--- config.mk ---
export PLATFORM = sky130hd
export DESIGN_NAME = turn_score_ctrl
export DESIGN_NICKNAME = d
export VERILOG_FILES = /design/src/rtl/turn_score_ctrl.sv
export SDC_FILE = /design/constraint.sdc
export NUM_CORES = 1
export LEC_CHECK = 0
export ABC_AREA = 0
export CORE_ASPECT_RATIO = 1.4
export CORE_MARGIN = 2
export CORE_UTILIZATION = 44
export DETAILED_ROUTE_END_ITERATION = 8
export PLACE_DENSITY = 0.72
export SYNTH_ARGS = -nofsm -noshare
export SYNTH_HDL_FRONTEND = slang
export SYNTH_SLANG_ARGS = --single-unit
--- constraint.sdc ---
create_clock -name clk -period 2.1 [get_ports clk]
set_input_delay 0.63 -clock clk [delete_from_list [all_inputs] [get_ports clk]]
set_output_delay 0.63 -clock clk [all_outputs]
set_load 0.02 [all_outputs]
--- src/rtl/turn_score_ctrl.sv ---
// turn_score_ctrl
//   Game-state stage that feeds the lower-display player-count mux. It tracks
//   which player holds the turn, the progress count of each of 2-4 players,
//   and reports the winner and end of game.
//
//   Ports
//     clk, rst_n        clock, asynchronous active-low reset
//     start             pulse: begin a new game (ignored while playing)
//     n_sel[1:0]        player-count code sampled on start (11 -> 10)
//     guess_valid       pulse: a tile guess resolved; guess_hit qualifies it
//     T[1:0]            active player index
//     N[1:0]            latched player-count code (00=2, 01=3, 10=4)
//     p1..p4_cnt[4:0]   per-player progress counts
//     game_over         high in DONE
//     winner[1:0]       winning player index, meaningful while game_over=1
//
//   Optional feature macro: TURN_TIMEOUT_EN
//     Enables a 26-bit idle counter in PLAY. It forfeits the turn after
//     TIMEOUT_CYC cycles without a guess.
module turn_score_ctrl #(
  parameter int WIN_CNT     = 24,
  parameter int TIMEOUT_CYC = 50_000_000
) (
  input  logic       clk,
  input  logic       rst_n,
  input  logic       start,
  input  logic [1:0] n_sel,
  input  logic       guess_valid,
  input  logic       guess_hit,
  output logic [1:0] T,
  output logic [1:0] N,
  output logic [4:0] p1_cnt,
  output logic [4:0] p2_cnt,
  output logic [4:0] p3_cnt,
  output logic [4:0] p4_cnt,
  output logic       game_over,
  output logic [1:0] winner
);

  typedef enum logic [1:0] {IDLE, PLAY, DONE} state_e;

  localparam logic [4:0] WIN = 5'(WIN_CNT);

  state_e               state_q, state_d;
  logic [1:0]           t_q, t_d;
  logic [1:0]           n_q, n_d;
  logic [1:0]           win_q, win_d;
  logic [3:0][4:0]      cnt_q, cnt_d;
  logic [1:0]           t_nxt;
  logic                 tmo;

  // The last player index equals the code plus one, so the wrap point
  // follows N directly.
  assign t_nxt = (t_q == n_q + 2'd1) ? 2'd0 : t_q + 2'd1;

`ifdef TURN_TIMEOUT_EN
  localparam logic [25:0] TMO_LAST = 26'(TIMEOUT_CYC - 1);

  logic [25:0] idle_q, idle_d;

  assign tmo = (state_q == PLAY) && (idle_q == TMO_LAST);

  // Every T change in PLAY comes from a guess or a timeout, so clearing on
  // those two also covers the clear-on-turn-change rule. Outside PLAY the
  // counter sits at 0, so entering PLAY always starts from 0.
  always_comb begin
    idle_d = '0;
    if (state_q == PLAY && !guess_valid && !tmo) idle_d = idle_q + 26'd1;
  end

  always_ff @(posedge clk or negedge rst_n) begin
    if (!rst_n) idle_q <= '0;
    else        idle_q <= idle_d;
  end
`else
  logic unused_tmo;
  assign tmo        = 1'b0;
  assign unused_tmo = (TIMEOUT_CYC != 0);
`endif

  always_comb begin
    state_d = state_q;
    t_d     = t_q;
    n_d     = n_q;
    win_d   = win_q;
    cnt_d   = cnt_q;
    case (state_q)
      PLAY: begin
        // A guess takes priority over a coincident timeout.
        if (guess_valid) begin
          if (guess_hit) begin
            if (cnt_q[t_q] + 5'd1 == WIN) begin
              cnt_d[t_q] = WIN;
              win_d      = t_q;
              state_d    = DONE;
            end else begin
              cnt_d[t_q] = cnt_q[t_q] + 5'd1;
            end
          end else begin
            t_d = t_nxt;
          end
        end else if (tmo) begin
          t_d = t_nxt;
        end
      end
      default: begin  // IDLE and DONE: only start matters
        if (start) begin
          state_d = PLAY;
          n_d     = (n_sel == 2'b11) ? 2'b10 : n_sel;
          t_d     = 2'd0;
          win_d   = 2'd0;
          cnt_d   = '0;
        end
      end
    endcase
  end

  always_ff @(posedge clk or negedge rst_n) begin
    if (!rst_n) begin
      state_q <= IDLE;
      t_q     <= '0;
      n_q     <= '0;
      win_q   <= '0;
      cnt_q   <= '0;
    end else begin
      state_q <= state_d;
      t_q     <= t_d;
      n_q     <= n_d;
      win_q   <= win_d;
      cnt_q   <= cnt_d;
    end
  end

  assign T         = t_q;
  assign N         = n_q;
  assign winner    = win_q;
  assign game_over = (state_q == DONE);
  assign p1_cnt    = cnt_q[0];
  assign p2_cnt    = cnt_q[1];
  assign p3_cnt    = cnt_q[2];
  assign p4_cnt    = cnt_q[3];

endmodule

* Yosys cells after proc, flatten, opt, wreduce, memory -nomap -nowiden
Cells that the tools add are included. Widths: inputs -> output; s select.
Word-level totals: register bits 28, output and inout bits 27, logic and storage cells 57
Operators by class: $add $sub $neg 3, $lt $le $gt $ge 2, equality and inequality tests 9, mux-type cells 25, bitwise operators 4, reductions and logical operators 6
Operator list (count):
- $mux 20 | 5
- $mux 2 | 15
- $bwmux 20 | 1
- $and 12x12->12 | 1
- $not 12->12 | 1
- $bmux 5 s2 | 1
- $demux 5 s2 | 1
- $mux 5 | 2
- $ne 2x2->1 const B | 4
- $or 8x8->8 | 1
- $reduce_and 3->1 | 2
- $add 5x1->5 const B | 1
- $eq 5x5->1 const B | 1
- $add 2x1->2 const B | 2
- $eq 2x2->1 const B | 2
- $reduce_and 4->1 | 1
- $lt 2x3->1 const B | 1
- $eq 2x1->1 const B | 1
- $eq 2x2->1 | 1
- $ge 2x1->1 const B | 1
- $reduce_and 2->1 | 1
- $reduce_bool 2->1 | 1
- $logic_and 1x1->1 | 1
- $not 1->1 | 1

* Longest topological paths before layout
word-level depth 10, mapped depth 7, mapped depth without buffers 6

* Least setup slack after synthesis
Ideal clock, no wire load.
path kind reg2reg, start point reg t_q[0], in the netlist T[0], end point reg state_q[1], library setup time 118 ps, arrival time 2059 ps, required time 1982 ps, path slack -77 ps, cell stages (with the launch flop) 8, buffers on the path 2, cell sequence dfrtp_1 buf_6 mux4_2 ha_1 and2_1 and3_1 buf_6 a21o_1
Between the ends: cells in the longest elaborated chain, start to end 6
Ends and longest elaborated chain:
- start: declaration | RTL line 45 | logic [1:0] t_q, t_d;
- start signal: assignment | RTL line 127 | t_q <= t_d;
- $bmux 5 s2 | RTL line 92 | if (cnt_q[t_q] + 5'd1 == WIN) begin
- $mux 5 (not written as such) | RTL line 92
- $add 5x1->5 | RTL line 92
- $eq 5x5->1 | RTL line 92
- $ne 2x2->1 (no source line)
- $reduce_and 4->1 (no source line)
- end signal: assignment | RTL line 126 | state_q <= state_d;
- end: declaration | RTL line 44 | state_e state_q, state_d;
Every way passes these cells. The select of a mux whose other input is x is not followed. A chain may end at the register's enable or synchronous reset.

* Worst setup path in the final report
start point reg t_q[0], in the netlist T[0], end point reg cnt_q (netlist bit p3_cnt[4])
Between the ends: cells in the longest elaborated chain, start to end 9, elaborated cells on any way between the ends 15, those cells by class 1 x add/sub; 2 x order compare; 1 x eq/ne; 9 x mux; 1 x bitwise; 1 x reduce/logical
Ends and longest elaborated chain:
- parallel branches: the longest is 5 deep, another holds $add 5x1->5
- $mux 20 * | RTL line 92
- $mux 20 * | RTL line 91 | if (guess_hit) begin
- $mux 20 * | RTL line 90 | if (guess_valid) begin
- $mux 20 * | RTL line 87 | case (state_q)
- end signal: assignment | RTL line 130 | cnt_q <= cnt_d;
- end: declaration | RTL line 48 | logic [3:0][4:0] cnt_q, cnt_d;
Mark *: on every way between the ends. The select of a mux whose other input is x is not followed.

==> impl_results.md <==
* Metal3 WL at 128 um
* RSZ-0062 raised after global routing: true
* Routed via count at 1211
* Placed Area at 1832 sq um
* Slowest stage delay, CP at 0.57 ns
* Hold path startpoint: state_q[1]
* Largest net degree at the start of global routing at 29
* Vias in the first global route at 1183
* First-pass GRT wire length at 5.678 mm
* Final WL at 3.387 mm
* Post-synthesis cell count at 137
* Die Y at 71.64 um
* Post-DP HPWL at 2.530 mm
* Top_reg_cell synth: dfrtp_1
* Final setup skew at 0.004822 ns
* Hold_buf cts at 0
* Int Power at 1.499 mW
* CP max FO at 5
* Netlist Area Pre-Place at 1438 sq um
* CTS Buf Count at 3
* # rows at 24
* Die ar. at 3747 sq um
* TNS Setup at 0 ns
* Pre-CTS WS at -0.02682 ns
* Drt first-iter violations at 34
* Switching Share at 0.3757
* Max-slew headroom at 0.7634
* Antenna Violating Nets Remaining at 0
* Maximum VDD drop at 0.7511 mV
* Fmax at 486.7 MHz
* Crit Reg-Reg Endpoint: p3_cnt[4]
* Top cells by area, synth: dfrtp_1, mux4_2, nand3_1
* Fraction of layout cells with a size suffix above 1 at 0.1371
* Clock power share at 0.179
* WP data required at 2.25 ns
* Final GP Congestion at 0.9240
* Synth unique cells at 28
* Total power at 2.401 mW
* CTS tree: yes
* Slew Limit Fails at 0
* Worst hold path depth at 1
* Setup Viol. Count Final at 0
* CTS sink count at 28
* NetSw at 902.0 uW
* Power Dens Cells at 1240 nW/um^2
* Syn_nets at 149
* Post-Place Cells at 209
* Reg2reg setup slack at 0.05 ns
* Residual DRC count at 0
* Final nets at 188
* DR top layer: met4
* Final Non-Filler Cells at 214
* Count leader, synth: dfrtp_1
* Critical Path, Cell by Cell: buf_12, mux4_2, ha_2, and2_2, nand2_1, xnor2_1, o21ai_0
* Metal-1 WL at 1.422 mm
* Fin util at 0.6198
* Buffers on Ports at 33
* CP arrival at 2.21 ns
* Flop pwr share at 0.347
* Min-Delay Path Class: reg2reg
* Die width at 52.31 um
* GRT Residual Overflow at 0
* EDFF count, synth at 0
* Worst Setup Slack, final at 0.04533 ns
* Leak Pwr at 0.8568 nW
* Synth top cells by count: dfrtp_1, nand3_1, o21ai_0
* Clock root buffer: clkbuf_8
* Ys async rst share at 1.000
* Largest area contributor in the netlist: dfrtp_1
* Status: finished, final reports clean
* Hold_ws at 0.5127 ns
* Hold Vio Cnt, Final at 0
* Worst setup SP type: register
* Clock-pin slew on the worst setup and hold paths at 0.10 ns
* Yosys warning count at 0
* Global Route Usage Sum at 0.1965
* Diode count at 0
* Worst r2r path cells at 7
* Drt wl/cell at 15.83 um
* Depth of the CTS H-tree at 1
* Initial core utilization at 0.4603
* Critical path capture point type: register
* Tightest Pin Transition at 0.3549 ns
* Worst Hold End: state_q[1]
* Crit share post-route at 0.9784
* Max clock buf depth at 2
* Via density at 5.659
* Syn-to-layout area delta at 34.64%
* Core area at 3123 sq um
* Detailed-routed wire length on met2 at 1.727 mm
* Max-Cap Viols at 0
* Final Cell Area at 1936 sq um
* Sequential area share after synthesis at 0.4874
* Clk Latency, worst-skew pair at 0.28 ns
* Comb power frac at 0.475
* Fin crit period at 2.055 ns
* Crit path kind: reg2reg
* Share of the synthesized area in the top cell type at 0.4874
* I/O pin cnt at 34
* CP max stage cell: mux4_2
* Initial antenna violation count at 0
* Crit Reg-Reg Startpoint: T[0]
* DR pass1 iterations at 4
* Synth Area per Inst at 10.49 sq um
* Synth Register Bits at 28
## per-layer routing
metal	GRT usage	vias up
met2	0.3264	35
li1	-	568
met1	0.2643	596
met5	0	-
met4	0.07692	0
met3	0.01458	12
## final cells by class
cell class | count | area (sq um)
Tap cell | 39 | 48.80
Clock buffer | 3 | 41.29
Clock inverter | 1 | 30.03
Inverter | 6 | 22.52
Fill cell | 262 | 1187
Timing Repair Buffer | 41 | 404.1
Sequential cell | 28 | 703.2
Multi-Input combinational cell | 96 | 685.7
## worst max-delay path by stage
stage / from / endpoint / slack [ns]
2_1_floorplan: T[0] / state_q[1] / 0.03
3_3_place_gp: guess_valid / p3_cnt[2] / 0.02
3_5_place_dp: guess_valid / p1_cnt[2] / -0.03
4_1_cts: T[0] / p3_cnt[0] / 0.01
5_1_grt: T[0] / p3_cnt[4] / -0.02
6_report: T[0] / p3_cnt[4] / 0.05
## what timing repair did
action / 4_1_cts / 5_1_grt
pin swaps: 0 / 2
cloned: 0 / 0
hold endpoints to repair: 0 / 0
endpoints found under the setup margin: 3 / 12
resized for setup: 2 / 9
setup buffers: 1 / 0
## cells in the final DEF, fill, tap and decap left out, types with 2 or more instances in the layout
master	instances
mux4_2	5
mux2i_1	2
o21ai_2	2
clkbuf_8	3
xor2_1	3
nor2_1	4
clkdlybuf4s50_1	31
nor2b_1	3
a32o_1	5
nand2b_1	2
o21ai_1	4
inv_1	6
dfrtp_2	2
nand2_1	12
ha_1	4
and2_1	2
dfrtp_1	26
and3_1	2
a21oi_1	2
o21ai_0	12
nand3_1	21
buf_4	7
## flip-flops by register name, summed over array words and instances (netlist names)
signal   cells
p4_cnt       5
p1_cnt       5
p2_cnt       5
winner       2
N            2
state_q      2
p3_cnt       5
T            2
## power groups by stage
stage | sequential [mW] | combinational (mW) | clock (mW)
finish | 0.833 | 1.14 | 0.429
global route | 0.858 | 1.23 | 0.457
CTS | 0.833 | 1.13 | 0.430
detailed placement | 0.853 | 1.09 | 0
global placement | 0.847 | 1.07 | 0
floorplan | 0.964 | 0.497 | 0
## worst max-delay path: cells and delay by family, from the launching register on
kind,cells,cell delay (ns)
compound gates,1,0.15
xor+xnor,1,0.17
fa+ha+maj,1,0.23
buf+inv,1,0.13
flops,1,0.40
mux,1,0.57
simple gates,2,0.30
## cell families (layout without fill, tap and decap cells)
logic type / after synthesis / in the layout / synth area share
compound gates: 30 / 30 / 0.1358
xor+xnor: 4 / 4 / 0.02437
buf+inv: 13 / 51 / 0.04439
mux: 7 / 7 / 0.09226
flops: 28 / 28 / 0.4874
simple gates: 50 / 50 / 0.1723
fa+ha+maj: 5 / 5 / 0.04352
Power figures use the tool's default switching activity.
